[src/rtl/adc_acq_ctrl.sv]
// rtl/adc_acq_ctrl.sv - ADC acquisition sequencer: trigger delay, pipeline flush, then a
// length-sample burst into the acquisition buffer write port.
module adc_acq_ctrl #(
  parameter int DATA_W   = 10,
  parameter int PIPE_LEN = 6,
  parameter int CNT_W    = 16,
  parameter int ADDR_W   = 13
) (
  input  logic              clk_i,
  input  logic              rst_i,
  input  logic              start_i,
  input  logic              abort_i,
  input  logic [CNT_W-1:0]  delay_i,
  input  logic [CNT_W-1:0]  length_i,
  input  logic [DATA_W-1:0] adc_data_i,
  output logic              busy_o,
  output logic              done_o,
  output logic              wr_en_o,
  output logic [ADDR_W-1:0] wr_addr_o,
  output logic [DATA_W-1:0] wr_data_o
);

  localparam logic [2:0] S_IDLE    = 3'd0;
  localparam logic [2:0] S_DELAY   = 3'd1;
  localparam logic [2:0] S_FLUSH   = 3'd2;
  localparam logic [2:0] S_CAPTURE = 3'd3;
  localparam logic [2:0] S_DONE    = 3'd4;

  localparam int              FL_W    = (PIPE_LEN > 1) ? $clog2(PIPE_LEN) : 1;
  localparam logic [FL_W-1:0] FL_LAST = FL_W'(PIPE_LEN - 1);

  logic [2:0]        state_q,     state_d;
  logic [CNT_W-1:0]  dly_cnt_q,   dly_cnt_d;
  logic [CNT_W-1:0]  len_cnt_q,   len_cnt_d;
  logic [FL_W-1:0]   flush_cnt_q, flush_cnt_d;
  logic [ADDR_W-1:0] addr_cnt_q,  addr_cnt_d;
  logic              busy_q,      busy_d;
  logic              done_q,      done_d;
  logic              wr_en_q,     wr_en_d;
  logic [ADDR_W-1:0] wr_addr_q,   wr_addr_d;
  logic [DATA_W-1:0] wr_data_q,   wr_data_d;

  always_comb begin
    state_d     = state_q;
    dly_cnt_d   = dly_cnt_q;
    len_cnt_d   = len_cnt_q;
    flush_cnt_d = flush_cnt_q;
    addr_cnt_d  = addr_cnt_q;
    wr_addr_d   = wr_addr_q;
    wr_data_d   = wr_data_q;
    wr_en_d     = 1'b0;
    done_d      = 1'b0;

    case (state_q)
      S_IDLE: begin
        if (start_i && !abort_i) begin
          dly_cnt_d  = delay_i;
          len_cnt_d  = length_i;
          addr_cnt_d = '0;
          wr_addr_d  = '0;
          state_d    = (length_i == '0) ? S_DONE : S_DELAY;
        end
      end
      S_DELAY: begin
        // delay of 0 or 1 both give a single DELAY cycle
        if (dly_cnt_q <= CNT_W'(1)) begin
          dly_cnt_d   = '0;
          flush_cnt_d = '0;
          state_d     = S_FLUSH;
        end else begin
          dly_cnt_d = dly_cnt_q - CNT_W'(1);
        end
      end
      S_FLUSH: begin
        if (flush_cnt_q == FL_LAST) begin
          state_d = S_CAPTURE;
        end else begin
          flush_cnt_d = flush_cnt_q + FL_W'(1);
        end
      end
      S_CAPTURE: begin
        // write strobe, address and data all land on the same edge
        wr_en_d    = 1'b1;
        wr_addr_d  = addr_cnt_q;
        wr_data_d  = adc_data_i;
        addr_cnt_d = addr_cnt_q + ADDR_W'(1);
        len_cnt_d  = len_cnt_q - CNT_W'(1);
        if (len_cnt_q == CNT_W'(1)) begin
          state_d = S_DONE;
        end
      end
      S_DONE: begin
        done_d  = 1'b1;
        state_d = S_IDLE;
      end
      default: begin
        state_d = S_IDLE;
      end
    endcase

    // DONE keeps busy up through the done pulse so busy falls one edge later
    busy_d = (state_d != S_IDLE) || (state_q == S_DONE);

    if (abort_i && (state_q != S_IDLE)) begin
      state_d   = S_IDLE;
      wr_en_d   = 1'b0;
      done_d    = 1'b0;
      busy_d    = 1'b0;
      wr_addr_d = wr_addr_q;
      wr_data_d = wr_data_q;
    end
  end

  always_ff @(posedge clk_i) begin
    if (rst_i) begin
      state_q     <= S_IDLE;
      dly_cnt_q   <= '0;
      len_cnt_q   <= '0;
      flush_cnt_q <= '0;
      addr_cnt_q  <= '0;
      busy_q      <= 1'b0;
      done_q      <= 1'b0;
      wr_en_q     <= 1'b0;
      wr_addr_q   <= '0;
      wr_data_q   <= '0;
    end else begin
      state_q     <= state_d;
      dly_cnt_q   <= dly_cnt_d;
      len_cnt_q   <= len_cnt_d;
      flush_cnt_q <= flush_cnt_d;
      addr_cnt_q  <= addr_cnt_d;
      busy_q      <= busy_d;
      done_q      <= done_d;
      wr_en_q     <= wr_en_d;
      wr_addr_q   <= wr_addr_d;
      wr_data_q   <= wr_data_d;
    end
  end

  assign busy_o    = busy_q;
  assign done_o    = done_q;
  assign wr_en_o   = wr_en_q;
  assign wr_addr_o = wr_addr_q;
  assign wr_data_o = wr_data_q;

endmodule
[config.mk]
export PLATFORM = sky130hd
export DESIGN_NAME = adc_acq_ctrl
export DESIGN_NICKNAME = d
export VERILOG_FILES = /design/src/rtl/adc_acq_ctrl.sv
export SDC_FILE = /design/constraint.sdc
export NUM_CORES = 1
export LEC_CHECK = 0
export BUFFER_PORTS_ARGS = -buffer_cell sky130_fd_sc_hd__buf_4
export CAP_MARGIN = 20
export CORE_MARGIN = 2
export CORE_UTILIZATION = 50
export CTS_BUF_LIST = sky130_fd_sc_hd__clkbuf_4
export DETAILED_ROUTE_END_ITERATION = 12
export GPL_TIMING_DRIVEN = 0
export PLACE_DENSITY = 0.88
export SLEW_MARGIN = 20
export SYNTH_ARGS = -nofsm -noshare
export SYNTH_HDL_FRONTEND = slang
export SYNTH_SLANG_ARGS = --single-unit
[constraint.sdc]
create_clock -name clk_i -period 2.2 [get_ports clk_i]
set_input_delay 0.66 -clock clk_i [delete_from_list [all_inputs] [get_ports clk_i]]
set_output_delay 0.66 -clock clk_i [all_outputs]
set_load 0.02 [all_outputs]
### Yosys cells after proc, flatten, opt, wreduce, memory -nomap -nowiden

Cells that the tools add are included.

| word-level totals | value |
|---|---|
| bits in read-only memories | 0 |
| output and inout port bits | 26 |
| word-level logic and storage cells | 61 |
| latch bits | 0 |
| bits of input ports | 46 |
| register bits | 77 |
| memories | 0 |
| memory bits (writable) | 0 |

| operators by class | value |
|---|---|
| multiply operators | 0 |
| bitwise operators | 1 |
| order comparisons | 1 |
| shift-type cells | 0 |
| add/subtract/negate cells | 4 |
| reductions and logical operators | 17 |
| multiplexer cells | 19 |
| eq/ne operators | 9 |
| divide/modulo/power cells | 0 |

Operator list:

| operator | number |
|---|---|
| case mux 16 bit (2 select lines) | 2 |
| case mux 13 bit (2 select lines) | 2 |
| 2-to-1 mux 16 bit | 3 |
| subtractor 16 x 1 -> 16 bit (second input constant) | 2 |
| 2-to-1 mux 3 bit | 7 |
| equality test 16 x 1 -> 1 bit (second input constant) | 1 |
| <= comparator 16 x 1 -> 1 bit (second input constant) | 1 |
| zero test 16 bit | 1 |
| adder 13 x 1 -> 13 bit (second input constant) | 1 |
| 2-to-1 mux 13 bit | 1 |
| case mux 3 bit (4 select lines) | 1 |
| equality test 3 x 2 -> 1 bit (second input constant) | 2 |
| equality test 3 bit (second input constant) | 2 |
| != test 2 bit (second input constant) | 3 |
| case mux 3 bit (2 select lines) | 1 |
| AND reduction 2 bit | 3 |
| AND reduction 3 bit | 2 |
| nonzero test 2 bit | 3 |
| nonzero test 3 bit | 2 |
| adder 3 x 1 -> 3 bit (second input constant) | 1 |
| equality test 3 x 1 -> 1 bit (second input constant) | 1 |
| zero test 3 bit | 1 |
| logical AND 1 bit | 2 |
| 2-to-1 mux 1 bit | 2 |
| 4 further kinds | 4 |

### Longest topological paths before layout

| logic depth | value |
|---|---|
| depth after elaboration | 6 |
| mapped depth | 7 |
| mapped depth without buffers | 7 |

### Least setup slack after synthesis

OpenSTA, ideal clock, no wires.

| timing | value |
|---|---|
| path type | reg-to-reg |
| from | register len_cnt_q[7] |
| to | register len_cnt_q[14] |
| clock period less this slack | 2.064 ns |
| setup time | 0.070 ns |
| data arrival time | 1.993 ns |
| stages on the path, launching flop included | 7 |
| required time | 2.130 ns |
| path buffers | 1 |
| setup slack | 0.136 ns |
| cell sequence | dfxtp_1 > or4_4 > or2_2 > clkbuf_1 > nor4_1 > mux2_2 > a21oi_1 |

| between the ends | value |
|---|---|
| longest elaborated chain between the ends | 2 |

Ends and longest elaborated chain:

| element | RTL line | source |
|---|---|---|
| from (decl) | 34 | `logic [CNT_W-1:0] len_cnt_q, len_cnt_d;` |
| from (signal assigned) | 129 | `len_cnt_q <= len_cnt_d;` |
| subtractor 16 x 1 -> 16 bit | 87 | `len_cnt_d = len_cnt_q - CNT_W'(1);` |
| case mux 16 bit (2 select lines) | 54 | `case (state_q)` |

No other way between the ends.
A chain may end at the register's enable or synchronous reset.

### Worst setup path after layout

| timing | value |
|---|---|
| from | register state_q[1] |
| to | register len_cnt_q[8] |

| between the ends | value |
|---|---|
| longest elaborated chain between the ends | 3 |
| elaborated cells on any way between the ends | 6 |
| classes of those cells | eq/ne: 2; mux: 1; reduce/logical: 3 |

Ends and longest elaborated chain:

| element | RTL line | source |
|---|---|---|
| from (decl) | 32 | `logic [2:0] state_q, state_d;` |
| from (signal assigned) | 127 | `state_q <= state_d;` |
| equality test 3 x 2 -> 1 bit or zero test 3 bit (tied branches) | 54 |  |
| nonzero test 2 bit (no line) or != test 2 bit (tied branches) | -- |  |
| AND reduction 2 bit (no line) | -- |  |

Several ways; a longest one is shown, not always the timed one.

==> run summary <==
• number of DRC violations after detailed-routing iteration 0: 362
• required time of the critical path: 2.53 ns
• via density per instance: 6.24
• FP Rows: 31
• first-pass GRT wire length: 18300 µm
• distinct cell type count after synthesis: 53
• placed cell count: 661
• final routed DRC violation total: 0
• antenna cell count: 0
• share of layout cells above drive strength 1: 20.2%
• antenna violation net count after detailed routing: 0
• Warnings, synthesis: 0
• worst setup slack for register-to-register paths: 0.08 ns
• flip-flop and latch area: 1540 µm²
• sequential share of the synthesized area: 40.2%
• type of element capturing the critical path: register
• fillcell total: 628
• startpoint of the lowest-slack hold path: adc_data_i[8]
• clock net sink count: 77
• final-report max-slew violation count: 0
• Async S/R FF share, synth: 0%
• Clk Latency, worst-skew pair: 0.46 ns
• status: finished clean
• maximum clock frequency: 473 MHz
• number of buffers created by CTS: 9
• Max Clock Skew: 0.0144 ns
• post-route fraction of the period consumed by the critical path: 96.2%
• Post-synth EDFFs: 0
• starting density of the core: 52.3%
• TritonCTS clock tree: built
• post-synthesis average cell area: 7.79 µm²
• global placer's final weighted congestion: 0.924
• Max FO, Critical Path: 10
• Worst Hold Slack: 0.435 ns
• most used cells in the layout excluding fill and tap cells: 76 x sky130_fd_sc_hd__dfxtp_1, 73 x sky130_fd_sc_hd__buf_4, 63 x sky130_fd_sc_hd__nor2_1
• category of the most critical setup path: reg -> reg
• leading cell type in the layout, fill and taps excluded: sky130_fd_sc_hd__dfxtp_1
• switch share: 35.9%
• area enclosed by the die boundary: 8380 µm²
• commonest register cell after synthesis: sky130_fd_sc_hd__dfxtp_1
• Finish-stage setup viols: 0
• depth of the worst hold-timing path: 3
• synthesized instance count: 492
• data arrival time of the critical path: 2.45 ns
• vertical extent of the die: 91.6 µm
• slew at the pin closest to its max-slew limit: 0.647 ns
• Multi-input gate area: 2220 µm²
• # Max-Cap Violations: 0
• vias: 4226
• power spent charging and discharging nets: 0.00116 W
• FF-to-FF path depth: 7
• mean routed wirelength per cell: 17.2 µm
• area overhead of the layout relative to synthesis: 22.9%
• worst reg2reg endpoint: len_cnt_q[8]
• slew margin rel.: 56.9%
• final hold violation count: 0
• startpoint type of the worst setup path: register
• Std-Cell Core Area: 7330 µm²
• Hold/Removal Path Class: in -> reg
• leak pwr: 1.86 nW
• total wire length: 11600 µm
• GRT Util Overall: 27.1%
• synthesized netlist net count: 545
• Top Ports: 72
• Horiz. Die Dim: 91.6 µm
• number of global-route vias before repair: 3917
• worst hold endpoint: wr_data_o[8]
• time the worst path needs with I/O delays and setup: 2.12 ns
• post-CTS clock slew at the launch and capture registers of the worst setup and hold paths: 0.14 ns
• largest net degree at the start of global routing: 16
• initial antenna violation count: 0
• layout net count: 626
• worst flop-to-flop path startpoint: state_q[1]
• total global routing overflow: 0
• largest buffer count on any clock path: 2
• Pre-antenna DRT Iters: 8
• worst ir drop on vdd: 0.398 mV
• sequential group share of total power: 48.4%
• post-layout power: 0.00323 W
• root buffer cell: sky130_fd_sc_hd__clkbuf_4
• count of buffers inserted at the top-level ports: 70
• share of power burned in the clock network: 25.6%
• combinational share of power: 26.0%
• Final TNS setup: 0 ns
• count of non-filler cells in the finished layout: 677
• Internal Pwr Total: 0.00207 W
• Power Dens Cells: 685 nW/µm²
• synthesized flop and latch total: 77
• level count of the clock H-tree: 3
• Cell Area, Synth: 3830 µm²
• placed wire-length estimate after detailed placement: 8050 µm
[synth_stat cells (9+ instances only)]
library cell               number  area (µm²)
sky130_fd_sc_hd__inv_1         11        41.3
sky130_fd_sc_hd__nand2_1       55         206
sky130_fd_sc_hd__nor4_1        14        87.6
sky130_fd_sc_hd__nor3_1        12        60.1
sky130_fd_sc_hd__and3_1        13        81.3
sky130_fd_sc_hd__a31oi_1        9        56.3
sky130_fd_sc_hd__nor2_1        64         240
sky130_fd_sc_hd__o21ai_0       24         120
sky130_fd_sc_hd__clkbuf_1      24        90.1
sky130_fd_sc_hd__nand3_1       22         110
sky130_fd_sc_hd__dfxtp_1       77        1540
sky130_fd_sc_hd__a21oi_1       57         285
[routing by layer]
metal / vias to the layer above / global-route usage [%] / wire [µm]
li1: 1954 / - / -
met1: 1975 / 34.7 / 4680
met2: 257 / 44.8 / 5530
met3: 40 / 4.23 / 1070
met4: 0 / 12.6 / 341
met5: - / 0 / 0
[logic make-up (layout without fill, tap and decap cells)]
kind of cell	Yosys count	after routing	synth area share [%]
AND/OR/NAND/NOR	218	218	27.9
AO/OA/AOI/OAI	133	133	21.1
flip-flops	77	77	40.2
buffers and inverters	40	126	4.01
multiplexers	9	9	2.58
XOR/XNOR	8	8	1.83
adder cells (fa/ha/maj)	7	7	2.28
[layout make-up]
type                       count  area share, %
clock inverter                 7           1.25
multi-input combinational    375           47.1
sequential                    77           32.7
buffer                        27           2.55
inverter                      11          0.876
tap                           99           2.63
clock buffer                   9           1.43
timing repair buffer          72           11.5
[sequential cells by signal, summed over array words and instances, names as in the netlist, 3 cells and up]
| signal | count |
|---|---|
| dly_cnt_q | 16 |
| len_cnt_q | 16 |
| addr_cnt_q | 13 |
| wr_addr_o | 13 |
| wr_data_o | 10 |
| flush_cnt_q | 3 |
| state_q | 3 |
[worst max-delay path by stage]
stage,from,to,slack [ns],cells after the start
floorplan,len_cnt_q[7],len_cnt_q[14],0.14,6
global placement,abort_i,dly_cnt_q[5],-0.17,7
detailed placement,abort_i,dly_cnt_q[5],-0.16,7
CTS,state_q[1],dly_cnt_q[5],0.02,7
global route,state_q[1],len_cnt_q[4],-0.05,6
finish,state_q[1],len_cnt_q[8],0.08,7
[stage by stage]
step	cell area [µm²]	utilization, %	setup slack (ns)
floorplan	3830	-	0.136
finish	4710	64.3	0.0845
detailed placement	4480	61.2	-0.163
global placement	4480	61.2	-0.167
CTS	4650	63.4	0.0151
global route	4710	64.3	-0.0519
[critical path, stage by stage, from the launching register on]
cell,delay [ns]
sky130_fd_sc_hd__dfxtp_1,0.34
sky130_fd_sc_hd__clkbuf_1,0.19
sky130_fd_sc_hd__or3_4,0.46
sky130_fd_sc_hd__nor2_4,0.20
sky130_fd_sc_hd__buf_4,0.23
sky130_fd_sc_hd__nor2_1,0.18
sky130_fd_sc_hd__o21ai_0,0.29
sky130_fd_sc_hd__a31oi_1,0.11
[power by group through the flow]
stage	logic, W	registers, W	clock network [W]
finish	0.000838	0.00156	0.000828
global route	0.000912	0.00157	0.000885
CTS	0.000777	0.00155	0.000833
detailed placement	0.000759	0.00157	0
global placement	0.000746	0.00157	0
floorplan	0.000539	0.00156	0
[timing repair]
action,in CTS,in global routing
hold buffers,0,0
buffers inserted,0,2
pin swaps,0,1
gates resized for setup,9,21
setup endpoints to repair,38,41
No activity file was read; power rests on OpenSTA's default activity.
